**config.mk**
```make
export PLATFORM = sky130hd
export DESIGN_NAME = udp_read_ctrl
export DESIGN_NICKNAME = d
export VERILOG_FILES = /design/src/rtl/udp_read_ctrl.sv
export SDC_FILE = /design/constraint.sdc
export NUM_CORES = 1
export LEC_CHECK = 0
export ABC_CLOCK_PERIOD_IN_PS = 3500
export CORE_MARGIN = 1.5
export CORE_UTILIZATION = 45
export DETAILED_ROUTE_END_ITERATION = 8
export GPL_TIMING_DRIVEN = 0
export PLACE_DENSITY = 0.69
export REMOVE_ABC_BUFFERS = 1
export SKIP_CTS_REPAIR_TIMING = 1
export SLEW_MARGIN = 20
export SYNTH_ARGS = -nofsm -noshare
export SYNTH_HDL_FRONTEND = slang
export SYNTH_SLANG_ARGS = --single-unit
```
**constraint.sdc**
```tcl
create_clock -name clk -period 3.5 [get_ports clk]
set_clock_uncertainty 0.05 [all_clocks]
set_input_delay 0.7 -clock clk [delete_from_list [all_inputs] [get_ports clk]]
set_output_delay 0.7 -clock clk [all_outputs]
set_load 0.05 [all_outputs]
```
**src/rtl/udp_read_ctrl.sv**
```systemverilog
// udp_read_ctrl
//   Read-side controller between the ADC capture FIFO and the UDP transmitter.
//   Once the FIFO reports full, the FIFO is drained one byte per cycle into a
//   2-entry output buffer. The buffer absorbs the one-cycle read latency, so no
//   byte is lost when the transmitter applies udp_busy backpressure. The stream
//   is cut into packets of at most PAYLOAD_BYTES, and GAP_CYCLES idle cycles
//   follow every packet.
//
//   state | meaning
//   ------+----------------------------------------------------------
//   IDLE  | waiting for the FIFO full flag
//   DRAIN | reading the FIFO and offering bytes to the UDP transmitter
//   GAP   | inter-packet idle time, no reads and no offers
//
// Ports
//   clk        read clock; all logic runs on the rising edge
//   rst        synchronous active-high reset
//   full       FIFO full flag (starts a drain)
//   empty      FIFO empty flag
//   rd_en      FIFO read strobe; data returns one cycle later with valid
//   valid      FIFO read-data valid
//   din        FIFO read data
//   udp_busy   UDP transmitter is not accepting this cycle
//   tx_valid   byte offered to the UDP transmitter
//   tx_data    offered byte (buffer head)
//   tx_last    offered byte ends the current packet
//   eth_en     high in DRAIN and GAP
//   state      0 IDLE, 1 DRAIN, 2 GAP
//   pkt_count  packets completed since reset (wraps)
module udp_read_ctrl #(
  parameter int DATA_W        = 8,
  parameter int PAYLOAD_BYTES = 1024,
  parameter int GAP_CYCLES    = 12,
  parameter int CNT_W         = 16
) (
  input  logic              clk,
  input  logic              rst,
  input  logic              full,
  input  logic              empty,
  output logic              rd_en,
  input  logic              valid,
  input  logic [DATA_W-1:0] din,
  input  logic              udp_busy,
  output logic              tx_valid,
  output logic [DATA_W-1:0] tx_data,
  output logic              tx_last,
  output logic              eth_en,
  output logic [1:0]        state,
  output logic [CNT_W-1:0]  pkt_count
);

  typedef enum logic [1:0] {
    S_IDLE  = 2'd0,
    S_DRAIN = 2'd1,
    S_GAP   = 2'd2
  } state_t;

  localparam int GAP_W = (GAP_CYCLES > 1) ? $clog2(GAP_CYCLES) : 1;
  localparam logic [GAP_W-1:0] GAP_LOAD  = GAP_W'(GAP_CYCLES - 1);
  localparam logic [CNT_W-1:0] PAYLOAD_C = CNT_W'(PAYLOAD_BYTES);
  localparam logic [CNT_W-1:0] LAST_IDX  = CNT_W'(PAYLOAD_BYTES - 1);

  state_t state_q, state_d;

  // buf0_q is always the head when occ_q > 0
  logic [DATA_W-1:0] buf0_q, buf1_q;
  logic [1:0]        occ_q;
  logic [1:0]        inf_q;

  // byte_cnt_q: bytes already accepted in this packet (head is byte_cnt_q+1)
  // issued_q:   reads issued in this packet, capped at PAYLOAD_BYTES
  logic [CNT_W-1:0]  byte_cnt_q;
  logic [CNT_W-1:0]  issued_q;
  logic [CNT_W-1:0]  pkt_count_q;
  logic [GAP_W-1:0]  gap_cnt_q;

  logic       accept;
  logic       push;
  logic       pop;
  logic       pkt_done;
  logic       gap_done;
  logic [2:0] room;

  assign accept   = tx_valid & ~udp_busy;
  assign pop      = accept;
  // A valid with no read outstanding (e.g. a read issued just before reset)
  // is dropped so stale data never reaches the buffer.
  assign push     = valid & (inf_q != 2'd0);
  assign pkt_done = accept & tx_last;
  assign gap_done = (state_q == S_GAP) && (gap_cnt_q == '0);

  // Buffer plus in-flight reads after this cycle's pop must leave a free slot
  // for the read being issued, so the 2-entry buffer can never overflow.
  assign room = 3'(occ_q) + 3'(inf_q) - 3'(accept);

  assign tx_valid = (state_q == S_DRAIN) && (occ_q != 2'd0);
  assign tx_data  = buf0_q;
  assign tx_last  = tx_valid &&
                    ((byte_cnt_q == LAST_IDX) ||
                     (empty && (inf_q == 2'd0) && (occ_q == 2'd1)));

  assign rd_en = (state_q == S_DRAIN) && !empty && !udp_busy &&
                 (room < 3'd2) && (issued_q < PAYLOAD_C);

  assign eth_en    = (state_q == S_DRAIN) || (state_q == S_GAP);
  assign state     = state_q;
  assign pkt_count = pkt_count_q;

  always_comb begin
    state_d = state_q;
    case (state_q)
      S_IDLE: begin
        if (full) state_d = S_DRAIN;
      end
      S_DRAIN: begin
        if (pkt_done) state_d = S_GAP;
      end
      S_GAP: begin
        if (gap_done) state_d = empty ? S_IDLE : S_DRAIN;
      end
      default: state_d = S_IDLE;
    endcase
  end

  always_ff @(posedge clk) begin
    if (rst) begin
      state_q <= S_IDLE;
    end else begin
      state_q <= state_d;
    end
  end

  always_ff @(posedge clk) begin
    if (rst) begin
      gap_cnt_q <= '0;
    end else if (pkt_done) begin
      gap_cnt_q <= GAP_LOAD;
    end else if ((state_q == S_GAP) && (gap_cnt_q != '0)) begin
      gap_cnt_q <= gap_cnt_q - GAP_W'(1);
    end
  end

  always_ff @(posedge clk) begin
    if (rst) begin
      byte_cnt_q  <= '0;
      issued_q    <= '0;
      pkt_count_q <= '0;
    end else begin
      if (pkt_done) begin
        byte_cnt_q  <= '0;
        pkt_count_q <= pkt_count_q + CNT_W'(1);
      end else if (accept) begin
        byte_cnt_q <= byte_cnt_q + CNT_W'(1);
      end

      // rd_en is never high on the closing cycle: either all reads of the
      // packet were issued already or the FIFO is empty.
      if (pkt_done) begin
        issued_q <= '0;
      end else if (rd_en) begin
        issued_q <= issued_q + CNT_W'(1);
      end
    end
  end

  always_ff @(posedge clk) begin
    if (rst) begin
      inf_q <= 2'd0;
    end else begin
      inf_q <= inf_q + 2'(rd_en) - 2'(push);
    end
  end

  always_ff @(posedge clk) begin
    if (rst) begin
      buf0_q <= '0;
      buf1_q <= '0;
      occ_q  <= 2'd0;
    end else begin
      case ({push, pop})
        2'b11: begin
          if (occ_q == 2'd2) begin
            buf0_q <= buf1_q;
            buf1_q <= din;
          end else begin
            buf0_q <= din;
          end
        end
        2'b10: begin
          if (occ_q == 2'd0) begin
            buf0_q <= din;
          end else if (occ_q == 2'd1) begin
            buf1_q <= din;
          end
        end
        2'b01: begin
          buf0_q <= buf1_q;
        end
        default: ;
      endcase
      if (push && !pop && (occ_q != 2'd2)) begin
        occ_q <= occ_q + 2'd1;
      end else if (pop && !push) begin
        occ_q <= occ_q - 2'd1;
      end
    end
  end

endmodule

```
==> flow_metrics.env, run 1 <==
export IMPL_period_share_pct=102
export IMPL_fp_dieH_um=91.3
export IMPL_grt_antenna_before_repair=0
export IMPL_path_cells="inv_1 > ha_4 > or3b_4 > nor2_4 > o21ai_1 > fa_1 > nand2_1 > nor4_4 > buf_6"
export IMPL_wl_per_cell_um=13.1
export IMPL_finalHoldViolCount=0
export IMPL_setup_tns_final_ps=-80.8
export IMPL_async_flop_share_pct=0
export IMPL_clockBufferDepth=2
export IMPL_cp_arrival_ps=2830
export IMPL_yosys_register_bits=74
export IMPL_synth_area_leaders="dfxtp_1 (42%), nor2_1 (7.9%), xor2_1 (6.5%)"
export IMPL_rsz0062_at_grt="yes"
export IMPL_wl_mm=7.26
export IMPL_grt_pass1_vias=2728
export IMPL_cpMaxStageDelayCell="fa_1"
export IMPL_final_common_cell="nor2_1"
export IMPL_clk_pin_slew_ps=80
export IMPL_firstDrtPassIters=4
export IMPL_internal_power_w=0.00169
export IMPL_drt_initial_drc_count=107
export IMPL_syn_area_mm2=0.00351
export IMPL_dp_cells=526
export IMPL_drive_above_1_share_pct=11.3
export IMPL_rr_worst_depth=14
export IMPL_powerDensity_mw_per_mm2=605
export IMPL_worstSetupEndpointType="primary output"
export IMPL_grt_max_degree=39
export IMPL_worstPathRequired_ps=2750
export IMPL_synth_edff_count=0
export IMPL_clk_latency_ps=350
export IMPL_start_util_pct=45.8
export IMPL_place_ws_ps=-1570
export IMPL_drtAntennaViolNets=0
export IMPL_worst_pin_slew_ps=933
export IMPL_fin_ws_ps=-80.8
export IMPL_num_vias=2826
export IMPL_place_congestion=0.803
export IMPL_switching_share_pct=36.4
export IMPL_synth_largest_area_cell="dfxtp_1"
export IMPL_synth_main_ff_cell="dfxtp_1"
export IMPL_pwr_share_clk_pct=27.4
export IMPL_cpPeakStageDelay_ps=510
export IMPL_grt_pass1_wl_mm=12.5
export IMPL_fin_nets=476
export IMPL_hold_path_depth=1
export IMPL_syn_inst=395
export IMPL_dpl_hpwl_mm=4.78
export IMPL_avgSynthCellArea_um2=8.88
export IMPL_p_sw_w=0.000968
export IMPL_power_leakage_nw=1.63
export IMPL_setup_viol=1
export IMPL_htreeDepth=3
export IMPL_seqPwrFrac_pct=36.9
export IMPL_path_buf_inv=2
export IMPL_r2r_setup_slack_ps=300
export IMPL_synth_distinct_cells=40
export IMPL_min_from="issued_q[11]"
export IMPL_maxCapViolations=0
export IMPL_outcome="finished, violations left"
export IMPL_cts_root_buf="clkbuf_8"
export IMPL_hold_end="issued_q[11]"
export IMPL_core_mm2=0.00765
export IMPL_synth_top_area_share_pct=42.3
export IMPL_grt_overflow_total=0
export IMPL_ir_drop_mv=0.396
export IMPL_area_growth_pct=25.3
export IMPL_crit_reg2reg_launch="occ_q[1]"
export IMPL_ios=44
export IMPL_violations="negative setup slack"
export IMPL_antenna_cells=0
export IMPL_via_per_inst=5.11
export IMPL_cts_buffers=9
export IMPL_track_usage_pct=18.7
export IMPL_die_x_um=91.3
export IMPL_crit_type="reg -> out"
export IMPL_fin_util_pct=57.4
export IMPL_cp_top_family="simple AND/OR/NAND/NOR gates"
export IMPL_combPwrFrac_pct=35.7
export IMPL_stdcell_count=553
export IMPL_port_buffers=43
export IMPL_drv_slew=0
export IMPL_drc=0
export IMPL_yosysWarnings=0
export IMPL_fp_row_count=32
export IMPL_seq_area_frac_synth_pct=42.3
export IMPL_cts_tree="done"
export IMPL_r2r_end="inf_q[1]"
export IMPL_timing_slew_headroom_pct=37.8
export IMPL_cts_sinks=74
export IMPL_final_cell_mix="nor2_1 (73), dfxtp_1 (70), clkdlybuf4s50_1 (39), xor2_1 (26), nand2_1 (23)"
export IMPL_min_path_type="reg -> reg"
export IMPL_dieArea_mm2=0.00833
export IMPL_min_period_ps=3580
export IMPL_cp_max_fo=6
export IMPL_clock_fmax_mhz=279
export IMPL_start_kind="flip-flop"
-- state kept, by name, indices dropped and copies added, names as in the netlist --
signal	flops
occ_q	2
byte_cnt_q	16
state	2
gap_cnt_q	4
tx_data	8
buf1_q	8
issued_q	16
inf_q	2
pkt_count	16
-- cells in the mapped netlist, types with 2 or more instances --
library cell and count:
nor4_4 2, xnor2_1 17, a211oi_1 9, buf_4 2, nand4b_1 3, xor2_1 26
nand3_1 12, a21oi_1 12, nand4_1 8, ha_1 15, o21ai_2 2, nand2_1 23
nand2b_1 2, nor2_1 74, nor4_1 3, o2111ai_1 4, o21ai_0 8, or4_1 4
nor3_1 7, dfxtp_1 74, o211ai_1 6, inv_1 19, and2_1 6, nor2b_1 2
clkbuf_1 11, mux2i_1 19, or3_1 4, buf_2 2, o21ai_1 3, and3_1 6
-- kinds of logic (layout without fill, tap and decap cells) --
family / Yosys count / in the layout / synth area share (%)
adders and majority gates: 16 / 16 / 5.92
buffers and inverters: 35 / 91 / 4.03
xor gates and xnor gates: 43 / 43 / 10.7
DFF: 74 / 74 / 42.3
AOI/OAI and AO/OA: 47 / 47 / 8.78
muxes: 19 / 19 / 5.42
and+or+nand+nor: 161 / 161 / 22.8
-- layout make-up --
cell class	count	area, µm²
inverters	19	71.3
well taps	102	128
clock inverters	7	93.8
flip-flops and latches	74	1490
multi-input cells	286	1950
clock buffers	9	124
fillers	696	3250
repair buffers	56	542
-- metrics by stage --
step	hold slack, ps	area (µm²)	power [W]
2_1_floorplan	370	3440	0.00161
3_3_place_gp	384	3990	0.00183
3_5_place_dp	386	4040	0.00187
4_1_cts	412	4250	0.00261
5_1_grt	433	4390	0.00281
6_report	409	4390	0.00266
-- power by group through the flow --
| stage | logic [W] | registers (W) | clock network [W] |
|---|---|---|---|
| 2_1_floorplan | 0.000451 | 0.00116 | 0 |
| 3_3_place_gp | 0.000845 | 0.000985 | 0 |
| 3_5_place_dp | 0.000877 | 0.000990 | 0 |
| 4_1_cts | 0.000884 | 0.000972 | 0.000750 |
| 5_1_grt | 0.00103 | 0.000991 | 0.000786 |
| 6_report | 0.000950 | 0.000980 | 0.000729 |
-- metal layers --
metal	wire length [µm]	share of wire, %	vias up	GRT usage (%)
met2	3390	47	50	29.4
met4	85	1.2	0	8.46
met3	290	4.0	9	4.19
met1	3490	48	1319	24.2
met5	0	0	-	0
li1	-	-	1448	-
-- worst max path at each step --
stage / startpoint / endpoint / slack, ps / cells past startpoint
after detailed placement: udp_busy / rd_en / -1570 / 8
final: occ_q[1] / rd_en / -80 / 9
after global placement: empty / tx_last / -1890 / 5
after floorplan: state[0] / inf_q[1] / -620 / 11
after CTS: udp_busy / rd_en / -1560 / 8
after global routing: state[1] / rd_en / -210 / 9
Note: power is estimated with default switching activity, not from simulation.
==> run 2: changes to the inputs <==
--- a/config.mk
+++ b/config.mk
@@ -17,3 +17,4 @@
 export SYNTH_ARGS = -nofsm -noshare
 export SYNTH_HDL_FRONTEND = slang
 export SYNTH_SLANG_ARGS = --single-unit
+export TNS_END_PERCENT = 10
==> results of run 2 <==
Same layout as run 1: the final DEF is identical, and so are final timing and power.
